==> src/rtl/mem_arb_pkg.sv <==
// Shared constants for the two-port DataMemory arbiter: FSM encoding, port IDs
// and default geometry.
package mem_arb_pkg;

   localparam logic [1:0] IDLE    = 2'd0;
   localparam logic [1:0] BUSY    = 2'd1;
   localparam logic [1:0] RELEASE = 2'd2;

   localparam logic PORT_I = 1'b0;
   localparam logic PORT_D = 1'b1;

   localparam int DEF_BLOCK_BITS = 256;
   localparam int DEF_ADDR_WIDTH = 32;

   // After a completion, the losing side gets priority on the next tie.
   function automatic logic other_port(input logic id);
      return ~id;
   endfunction

endpackage

==> src/rtl/rr_pick2.sv <==
// Combinational round-robin selector for two requesters: bit 0 = port I,
// bit 1 = port D; prio names the port that wins a tie.
module rr_pick2
   import mem_arb_pkg::*;
(
   input  logic [1:0] req,
   input  logic       prio,
   output logic       gnt_valid,
   output logic       gnt_id
);

   // NOTE: every output of an always_comb gets a default first, so no path
   // can leave it unassigned and infer a latch.
   always_comb begin
      gnt_valid = |req;
      gnt_id    = prio;
      case (req)
         2'b01:   gnt_id = PORT_I;
         2'b10:   gnt_id = PORT_D;
         default: gnt_id = prio;
      endcase
   end

endmodule

==> src/rtl/mem_port_arbiter.sv <==
// Round-robin arbiter sharing one block-wide DataMemory port between the
// I-cache and D-cache controllers. Optional watchdog: define ARB_TIMEOUT_EN.
module mem_port_arbiter
   import mem_arb_pkg::*;
#(
   parameter int pBlockBits = DEF_BLOCK_BITS,
   parameter int pAddrWidth = DEF_ADDR_WIDTH,
   parameter int pTimeout   = 64
)
(
   input  logic                  clk_i,
   input  logic                  rst_n_i,

   input  logic                  i_req_i,
   input  logic [pAddrWidth-1:0] i_addr_i,
   input  logic                  i_write_ctrl_i,
   input  logic [pBlockBits-1:0] i_write_data_i,
   output logic                  i_ack_o,
   output logic [pBlockBits-1:0] i_read_data_o,

   input  logic                  d_req_i,
   input  logic [pAddrWidth-1:0] d_addr_i,
   input  logic                  d_write_ctrl_i,
   input  logic [pBlockBits-1:0] d_write_data_i,
   output logic                  d_ack_o,
   output logic [pBlockBits-1:0] d_read_data_o,

   output logic                  mem_enable_o,
   output logic [pAddrWidth-1:0] mem_addr_o,
   output logic                  mem_write_ctrl_o,
   output logic [pBlockBits-1:0] mem_write_data_o,
   input  logic                  mem_ack_i,
   input  logic [pBlockBits-1:0] mem_read_data_i,

`ifdef ARB_TIMEOUT_EN
   output logic                  err_o,
`endif
   output logic                  busy_o,
   output logic                  grant_o
);

   logic [1:0] state;
   logic       prio;
   logic       pick_valid;
   logic       pick_id;
   logic       wd_expire;

   rr_pick2 u_pick (
      .req       ({d_req_i, i_req_i}),
      .prio      (prio),
      .gnt_valid (pick_valid),
      .gnt_id    (pick_id)
   );

`ifdef ARB_TIMEOUT_EN
   localparam logic [7:0] WD_LAST = 8'(pTimeout - 1);

   logic [7:0] wd_cnt;

   always_ff @(posedge clk_i) begin
      if (!rst_n_i) begin
         wd_cnt <= '0;
      end else if (state == IDLE) begin
         wd_cnt <= '0;
      end else if (state == BUSY) begin
         wd_cnt <= wd_cnt + 8'd1;
      end
   end

   // Fires on the pTimeout-th BUSY edge without a memory ack.
   assign wd_expire = (wd_cnt == WD_LAST);
`else
   assign wd_expire = 1'b0;
`endif

   // NOTE: sequential state uses non-blocking assignments so every register
   // samples pre-edge values, independent of statement order.
   always_ff @(posedge clk_i) begin
      if (!rst_n_i) begin
         // NOTE: the block-wide read-data registers are reset too; they are
         // visible outputs, not an internal memory array.
         state            <= IDLE;
         prio             <= PORT_I;
         mem_enable_o     <= 1'b0;
         mem_addr_o       <= '0;
         mem_write_ctrl_o <= 1'b0;
         mem_write_data_o <= '0;
         i_ack_o          <= 1'b0;
         d_ack_o          <= 1'b0;
         i_read_data_o    <= '0;
         d_read_data_o    <= '0;
         busy_o           <= 1'b0;
         grant_o          <= PORT_I;
`ifdef ARB_TIMEOUT_EN
         err_o            <= 1'b0;
`endif
      end else begin
         i_ack_o <= 1'b0;
         d_ack_o <= 1'b0;

         case (state)
            IDLE: begin
               if (pick_valid) begin
                  mem_addr_o       <= (pick_id == PORT_D) ? d_addr_i       : i_addr_i;
                  mem_write_ctrl_o <= (pick_id == PORT_D) ? d_write_ctrl_i : i_write_ctrl_i;
                  mem_write_data_o <= (pick_id == PORT_D) ? d_write_data_i : i_write_data_i;
                  mem_enable_o     <= 1'b1;
                  busy_o           <= 1'b1;
                  grant_o          <= pick_id;
                  state            <= BUSY;
               end
            end

            BUSY: begin
               if (mem_ack_i || wd_expire) begin
                  mem_enable_o <= 1'b0;
                  prio         <= other_port(grant_o);
                  state        <= RELEASE;
                  if (grant_o == PORT_D) d_ack_o <= 1'b1;
                  else                   i_ack_o <= 1'b1;

                  if (!mem_ack_i) begin
                     // Watchdog completion: hand back a zero block.
                     if (grant_o == PORT_D) d_read_data_o <= '0;
                     else                   i_read_data_o <= '0;
`ifdef ARB_TIMEOUT_EN
                     err_o <= 1'b1;
`endif
                  end else if (!mem_write_ctrl_o) begin
                     if (grant_o == PORT_D) d_read_data_o <= mem_read_data_i;
                     else                   i_read_data_o <= mem_read_data_i;
                  end
               end
            end

            RELEASE: begin
               // One idle bubble so the acked requester can drop req before
               // the next pick.
               busy_o <= 1'b0;
               state  <= IDLE;
            end

            default: state <= IDLE;
         endcase
      end
   end

endmodule

==> config.mk <==
export PLATFORM = sky130hd
export DESIGN_NAME = mem_port_arbiter
export DESIGN_NICKNAME = d
export VERILOG_FILES = /design/src/rtl/mem_arb_pkg.sv /design/src/rtl/rr_pick2.sv /design/src/rtl/mem_port_arbiter.sv
export SDC_FILE = /design/constraint.sdc
export NUM_CORES = 2
export LEC_CHECK = 0
export ABC_AREA = 0
export BUFFER_PORTS_ARGS = -buffer_cell sky130_fd_sc_hd__clkbuf_2
export CORE_AREA = 2 2 640 642
export CTS_CLUSTER_DIAMETER = 50
export CTS_CLUSTER_SIZE = 8
export DETAILED_ROUTE_END_ITERATION = 6
export DIE_AREA = 0 0 642 644
export PLACE_DENSITY_LB_ADDON = 0.12
export SLEW_MARGIN = 20
export SYNTH_ARGS = -nofsm -noshare
export SYNTH_HDL_FRONTEND = slang
export SYNTH_SLANG_ARGS = --single-unit
==> constraint.sdc <==
create_clock -name clk_i -period 2.3 [get_ports clk_i]
set_clock_uncertainty 0.1 [all_clocks]
set_input_delay 0.115 -clock clk_i [delete_from_list [all_inputs] [get_ports clk_i]]
set_output_delay 0.115 -clock clk_i [all_outputs]
set_load 0.01 [all_outputs]
==> results_dict.tcl <==
set metrics [dict create \
    outcome "completed" \
    synth_top_area_cell "dfxtp_1" \
    fin_nets 7719 \
    synth_nets 4421 \
    yosysTopAreaCellShare 0.5184 \
    fmax_mhz 472.7 \
    cts-root-buf "clkbuf_16" \
    crit_family "buffers and inverters" \
    drv_cap 0 \
    clock-sinks 809 \
    fillCellCount 46311 \
    cp-start-kind "register" \
    hold_start "i_req_i" \
    grt_overflow 0 \
    coreArea_mm2 0.4075 \
    hold_end "grant_o" \
    cp_common_cell "buf_12" \
    io_pins 1645 \
    start_util 0.07667 \
    htree_levels 4 \
    clk_latency_ns 0.87 \
    cts_buffers 193 \
    areaGrowthSynthToFinish_pct 123.8 \
    cts.path.max_buffers 4 \
    firstDrtPassIters 5 \
    worstPathArrival_ns 2.74 \
    drive_gt1_frac 0.3084 \
    portBuffers 1644 \
    ys_ff_latch 809 \
    stdcell_count 12510 \
    grt_max_degree 90 \
    syn_inst 3579 \
    reg2reg_to "mem_addr_o[6]" \
    vias 39148 \
    cp.required_ns 2.92 \
    rsz0062_at_grt "no" \
    rows 235 \
    cp_cell_sequence "nor3_4 -> buf_12 -> buf_12 -> buf_12 -> a31oi_1 -> dlygate4sd3_1" \
    synthArstFlopShare 0 \
    fin_setup_tns_ns 0 \
    post-route-min-period_ns 2.116 \
    critPathMaxFanout 19 \
    synth_area_leaders "dfxtp_1, mux2i_1, nand2_1" \
    yosysWarnings 0 \
    dp_hpwl_um 208900 \
    synthTopCellsByCount "nand2_1, dfxtp_1, mux2i_1" \
    grt_pass1_vias 40639 \
    cts_tree "done" \
    worst-path-buf-inv 4 \
    ys.flop_type "dfxtp_1" \
    post-route-period-util 0.9199 \
    clk_pin_slew_worst_paths_ns 0.04 \
    avgViaCountPerCell 3.129 \
    synth.yosys.seq_area_share 0.5184 \
    setup_viol_count_final 0 \
    p_leak_uw 0.03116 \
    grt_usage 0.1187 \
    r2r_cells 6 \
    drt_iter0_drc 1864 \
    seqCellArea_mm2 0.01620 \
    ant_nets 0 \
    syn-mean-instance-area_um2 8.730 \
    place_congestion 0.8571 \
    ir_worst_vdd_mv 0.5885 \
    grt_pass1_wl_um 343200 \
    min_path_cells 6 \
    total_power_uw 54170 \
    slowest_delay_ns 0.55 \
    critical_path_class "reg2reg" \
    drc_errors 0 \
    synthDistinctLibCells 27 \
    antenna_found_initial 65 \
    die_y_um 644 \
    r2r_setup_slack_ns 0.18 \
    wl_per_cell_um 20.46 \
    hold_viol_final 0 \
    hp-class "in2reg" \
    syn_area_mm2 0.03124 \
    slowest_stage "dlygate4sd3_1" \
    wl_um 256000 \
    cp-end-kind "register" \
    synth-edff-count 0 \
    multi_input_area_mm2 0.01368 \
    yosysMostFrequentCell "nand2_1" \
    dieArea_mm2 0.4134 \
    dieWidth_um 642 \
    rr_startpoint "state[1]" \
    slew_violations 0 \
    worstMarginPinSlew_ns 0.7904 \
    power_density_mw_per_mm2 774.6 \
    slew-limit-headroom 0.4731 \
    postLayoutCoreUtil 0.1716 \
    dp_cells 10556 \
]
## layout by cell type (no fill, tap or decap), types with 30 or more instances in the layout
| cell | n |
|---|---|
| mux2i_1 | 513 |
| nand2_1 | 1347 |
| clkbuf_16 | 196 |
| o21ai_0 | 282 |
| clkbuf_2 | 1643 |
| a31oi_1 | 289 |
| buf_4 | 118 |
| buf_12 | 68 |
| clkbuf_8 | 39 |
| diode_2 | 30 |
| dlygate4sd3_1 | 1575 |
| clkinv_2 | 42 |
| dfxtp_1 | 808 |
## worst max-delay path by stage
stage / from / to / slack, ns / depth (start not counted)
3_3_place_gp: d_req_i / mem_write_data_o[137] / -0.17 / 10
5_1_grt: state[0] / i_read_data_o[98] / 0.01 / 6
3_5_place_dp: d_req_i / mem_write_data_o[155] / -0.15 / 10
4_1_cts: state[0] / i_read_data_o[85] / 0.07 / 6
6_report: state[1] / mem_addr_o[6] / 0.18 / 6
2_1_floorplan: i_req_i / mem_addr_o[0] / 0.58 / 7
## per-stage QoR
| step | worst slack, ns | instance area (um2) | hold WS (ns) |
|---|---|---|---|
| final | 0.1843 | 69930 | 0.08500 |
| after CTS | 0.06904 | 69840 | 0.00001432 |
| after global placement | -0.1687 | 47190 | 0.2576 |
| after detailed placement | -0.1548 | 47190 | 0.2613 |
| after global routing | 0.01332 | 69910 | 0.04046 |
| after floorplan | 0.5802 | 31240 | 0.1675 |
## power by group
part,internal [uW],switching (uW),leakage [uW]
combinational,4140,4780,0.0212
sequential,14900,731,0.00661
clock,19700,9880,0.00337
## worst reg2reg max path, cell delays in order (launching register included)
cell,delay [ns]
dfxtp_1,0.41
nor3_4,0.27
buf_12,0.19
buf_12,0.20
buf_12,0.20
a31oi_1,0.07
dlygate4sd3_1,0.55
## routing by layer
metal | GRT usage | part of all wire | up-vias
met5 | 0 | 0.00064 | -
met3 | 0.04045 | 0.080 | 359
li1 | - | - | 18761
met2 | 0.2180 | 0.51 | 1379
met4 | 0.03605 | 0.032 | 24
met1 | 0.1270 | 0.37 | 18625
## flip-flops by register name, summed over array words and instances, names as in the netlist, 2 cells and up
name              cells
state                 2
mem_addr_o           32
mem_write_data_o    256
i_read_data_o       256
d_read_data_o       256
## logic make-up after synthesis
family | synth area share
mux | 0.1654
buf+inv | 0.04485
flops | 0.5184
fa+ha+maj | 0.001202
compound gates | 0.1059
simple gates | 0.1642
## timing repair
action,CTS,global route
setup endpoints to repair,1,1
endpoints found under the hold margin,809,0
hold buffers,1575,0
resized for setup,1,0
setup buffers,0,2
## layout make-up
cell class | instances | area share
timing repair buffer | 3405 | 0.3754
sequential | 809 | 0.2316
multi-input combinational | 2462 | 0.1956
tap | 5451 | 0.09753
clock buffer | 250 | 0.07862
clock inverter | 97 | 0.01984
antenna | 30 | 0.001074
inverter | 6 | 0.0003221
No activity file was read; power rests on OpenSTA's default activity.
